**config.mk**
```make
export PLATFORM = sky130hd
export DESIGN_NAME = sdram_cmd_fifo
export DESIGN_NICKNAME = d
export VERILOG_FILES = /design/src/rtl/sdram_cmd_fifo.sv
export SDC_FILE = /design/constraint.sdc
export NUM_CORES = 1
export LEC_CHECK = 0
export ABC_AREA = 1
export BUFFER_PORTS_ARGS = -buffer_cell sky130_fd_sc_hd__buf_2
export CAP_MARGIN = 0
export CORE_ASPECT_RATIO = 0.9
export CORE_MARGIN = 2
export CORE_UTILIZATION = 60
export CTS_CLUSTER_SIZE = 16
export DETAILED_ROUTE_END_ITERATION = 8
export GPL_TIMING_DRIVEN = 0
export PLACE_DENSITY_LB_ADDON = 0.08
export SYNTH_ARGS = -nofsm -noshare
export SYNTH_HDL_FRONTEND = slang
export SYNTH_SLANG_ARGS = --single-unit
export TNS_END_PERCENT = 5
```
**constraint.sdc**
```tcl
create_clock -name clk_i -period 3.7 [get_ports clk_i]
set_input_delay 0.37 -clock clk_i [delete_from_list [all_inputs] [get_ports clk_i]]
set_output_delay 0.37 -clock clk_i [all_outputs]
set_load 0.02 [all_outputs]
```
**src/rtl/sdram_cmd_fifo.sv**
```systemverilog
// Purpose: command FIFO between the request source and the SDRAM controller. The head entry appears at the output without a read cycle.
// Latency: a push into an empty FIFO shows up on m_valid_o/m_cmd_o one cycle later. No command passes straight from input to output in the same cycle.
// Backpressure: s_ready_o comes only from the registered occupancy, so a pop does not free a full FIFO until the next cycle.

package sdram_cmd_pkg;
  typedef struct packed {
    logic        rw;
    logic [23:0] addr;
    logic [15:0] wdata;
    logic        auto_precharge_en;
  } sdram_cmd_t;
endpackage

module sdram_cmd_fifo
  import sdram_cmd_pkg::*;
#(
  parameter int DEPTH       = 8,
  parameter int AFULL_LEVEL = 6
) (
  input  logic                   clk_i,
  input  logic                   rstn_i,
  input  logic                   flush_i,
  input  logic                   s_valid_i,
  output logic                   s_ready_o,
  input  sdram_cmd_t             s_cmd_i,
  output logic                   m_valid_o,
  input  logic                   m_ready_i,
  output sdram_cmd_t             m_cmd_o,
  output logic [$clog2(DEPTH):0] count_o,
  output logic                   almost_full_o,
  output logic                   empty_o
);

  localparam int AW = $clog2(DEPTH);
  localparam int CW = AW + 1;

  logic [AW-1:0] wr_ptr;
  logic [AW-1:0] rd_ptr;
  logic [CW-1:0] count;
  logic          push;
  logic          pop;

  // Data storage is left unreset so it maps onto plain registers or RAM.
  sdram_cmd_t    mem [DEPTH];

  // Handshakes and flags all come from the registered count. Neither
  // s_valid_i nor m_ready_i has a combinational path to any ready, valid or flag output.
  assign s_ready_o     = (count != CW'(DEPTH));
  assign m_valid_o     = (count != '0);
  assign empty_o       = (count == '0);
  assign almost_full_o = (count >= CW'(AFULL_LEVEL));
  assign count_o       = count;
  assign push          = s_valid_i && s_ready_o;
  assign pop           = m_valid_o && m_ready_i;

  // First-word fall-through: the output always shows the entry at the read pointer.
  assign m_cmd_o = mem[rd_ptr];

  // Update the pointers and the occupancy. Flush overrides any push or pop in the same cycle.
  always_ff @(posedge clk_i or negedge rstn_i) begin
    if (!rstn_i) begin
      wr_ptr <= '0;
      rd_ptr <= '0;
      count  <= '0;
    end else if (flush_i) begin
      wr_ptr <= '0;
      rd_ptr <= '0;
      count  <= '0;
    end else begin
      if (push) begin
        wr_ptr <= wr_ptr + AW'(1);
      end
      if (pop) begin
        rd_ptr <= rd_ptr + AW'(1);
      end
      case ({push, pop})
        2'b10:   count <= count + CW'(1);
        2'b01:   count <= count - CW'(1);
        default: count <= count;
      endcase
    end
  end

  // Write the accepted command. A command offered during a flush is dropped.
  always_ff @(posedge clk_i) begin
    if (push && !flush_i) begin
      mem[wr_ptr] <= s_cmd_i;
    end
  end

endmodule

```
==> impl_results.md <==
- CTS Buf Count: 35
- Hold Vio Cnt, Final: 0
- Vias: 8781
- First-pass DRT Iterations: 5
- Number of synthesized register bits: 346
- Total of max-cap violations: 0
- Fill cells: 1547
- NumNets Final: 1234
- Port Buffer Count: 96
- PwrDens: 738.0 nW/um^2
- Longest Clk Path Bufs: 3
- Final Skew: 17.48 ps
- TritonCTS clock tree: yes
- Setup violations, final: 0
- Synth Cell Area: 13680 um^2
- Worst-Skew Late Latency: 510 ps
- Tmin final: 2883 ps
- Hold-fix buffers, CTS: 1
- Worst Path Arrival: 2510 ps
- Status: finished clean
- Cts repair resizes: 0
- Fmax: 346.8 MHz
- # DRC: 0
- Cells after Synth: 1039
- Final instance area: 15890 um^2
- Sequential area share after synthesis: 75.57%
- Cell Rows: 52
- Synthesis-to-finish area growth: 16.15%
- Netlist cell types: 31
- Root Buffer: clkbuf_16
- RSZ-0062 raised after global routing: false
- Tcrit/Tclk final: 77.92%
- Final estimated routing congestion in global placement: 0.7558
- Initial Utilization: 60.95%
- Core region area: 22450 um^2
- Mapped Nets: 1091
- Vias in the first global route: 8494
- Clock sink count: 346
- Lkg Pwr: 5.543 nW
- Total global routing overflow: 0
- H-Tree Depth: 2
- Required time of the critical path: 3330 ps
- Final slew viol count: 0
- Most common cell after layout, fill and taps aside: edfxtp_1
- Largest net degree at the start of global routing: 28
- Most frequent cells in the layout: edfxtp_1 (336), nor2_1 (298), o21ai_0 (126)
- Relative slew slack: 50.05%
- Layout cells sized above 1: 18.27%
- GRT Resource Usage Total: 26.86%
- Worst-path clk slew: 60 ps
- Detail Route Antenna Nets: 0
- Io pins: 97
- Peak supply drop: 0.5801 mV
- Global-route wire length before repair: 48.56 mm
- Max Fanout on Critical Path: 10
- Die X: 163.2 um
- Vias per inst: 5.850
- Final WL: 31.27 mm
- Endpoint class of the critical path: primary output
- CP Class: flop to primary output
- Initial DRC Count: 1199
- Ys Warns: 0
- Die Ht: 147.3 um
- Diode count: 0
- Final cell count without fillers: 1501
- Avg WL per Cell: 20.83 um
- Least-Margin Pin Slew: 747.4 ps
- Post-DP Area: 14790 um^2
- Die Area: 24030 um^2
- Hold Crit Class: input pin to flop
- Post-CTS setup repair buffer count: 0
- HPWL Detailed: 19.27 mm
- Startpoint types: flop
- Initial antenna violation count: 0
- # placed instances: 1441
- Syn avg cell area: 13.17 um^2
## report_power, final
group	switching (W)	internal [W]	leakage, nW
registers	0.0000767	0.00442	3.17
clock network	0.00140	0.00199	0.538
logic	0.00258	0.00126	1.84
## per-layer routing
layer	share of wire, %	global-route usage, %
met2	46	40.74
met5	0	0
met1	43	40.56
met3	7.7	3.868
met4	2.6	9.292
## cell usage after synthesis (all sizes together)
| master | n | share of area [%] |
|---|---|---|
| dfrtp | 10 | 1.8 |
| fa | 1 | 0.15 |
| clkbuf | 28 | 0.80 |
| a21o | 1 | 0.055 |
| buf | 36 | 2.1 |
| nand3 | 7 | 0.37 |
| xnor2 | 1 | 0.064 |
| o21ai | 175 | 6.4 |
| a211oi | 1 | 0.055 |
| clkinv | 1 | 0.037 |
| edfxtp | 336 | 74 |
| nor2 | 310 | 8.7 |
| ha | 4 | 0.37 |
| nand2 | 27 | 0.94 |
| a21oi | 4 | 0.17 |
| a31oi | 42 | 1.9 |
| inv | 13 | 0.39 |
| o22ai | 42 | 1.9 |
## final timing paths
kind / startpoint / end / slack [ps] / depth (start not counted)
max reg2reg: count_o[3] / mem[4][2] / 1150 / 8
min in group asynchronous: rstn_i / count_o[1] / 250 / 2
max: rd_ptr[2] / m_cmd_o[13] / 820 / 5
max in group asynchronous: rstn_i / rd_ptr[2] / 3250 / 2
min reg2reg: wr_ptr[0] / wr_ptr[0] / 620 / 2
min: flush_i / rd_ptr[1] / 90 / 2
## area by class of cell
| class | count | area [um^2] | area share (%) |
|---|---|---|---|
| Buffer | 64 | 401.6 | 2.527 |
| Clock buffer | 44 | 972.2 | 6.118 |
| Clock inverter | 15 | 120.1 | 0.7558 |
| Inverter | 14 | 58.81 | 0.3700 |
| Multi-Input combinational cell | 615 | 2942 | 18.51 |
| Sequential cell | 346 | 10340 | 65.07 |
| Tap cell | 297 | 371.6 | 2.338 |
| Timing Repair Buffer | 106 | 685.7 | 4.315 |
## through the flow
step / setup WS [ps] / total power, W / hold WS [ps] / TNS (ps) / utilization, %
after floorplan: 346.5 / 0.007118 / 74.41 / 0 / -
after global placement: -1157 / 0.008283 / 243.3 / -341180 / 64.75
after detailed placement: 1184 / 0.008392 / 252.8 / 0 / 65.89
after CTS: 821.2 / 0.01175 / 78.95 / 0 / 70.80
after global routing: 641.9 / 0.01228 / 90.01 / 0 / 70.80
final: 816.8 / 0.01173 / 86.90 / 0 / 70.80
## cell families after synthesis
logic type,after synthesis,share of synthesized area (%)
buffers and inverters,78,3.365
adder cells (fa/ha/maj),5,0.5121
AO/OA/AOI/OAI,265,10.53
XOR/XNOR,1,0.06403
AND/OR/NAND/NOR,344,9.959
flip-flops,346,75.57
## registers in the layout, summed over array words and instances, names as in the netlist
signal   flops
count_o      4
rd_ptr       3
mem        336
wr_ptr       3
## worst max-delay path, cell delays in order, from the launching register on
cell and delay (ps):
dfrtp_1 370, inv_2 120, clkbuf_1 450, clkbuf_1 620, a31oi_1 210, buf_2 220
Power figures use the tool's default switching activity.
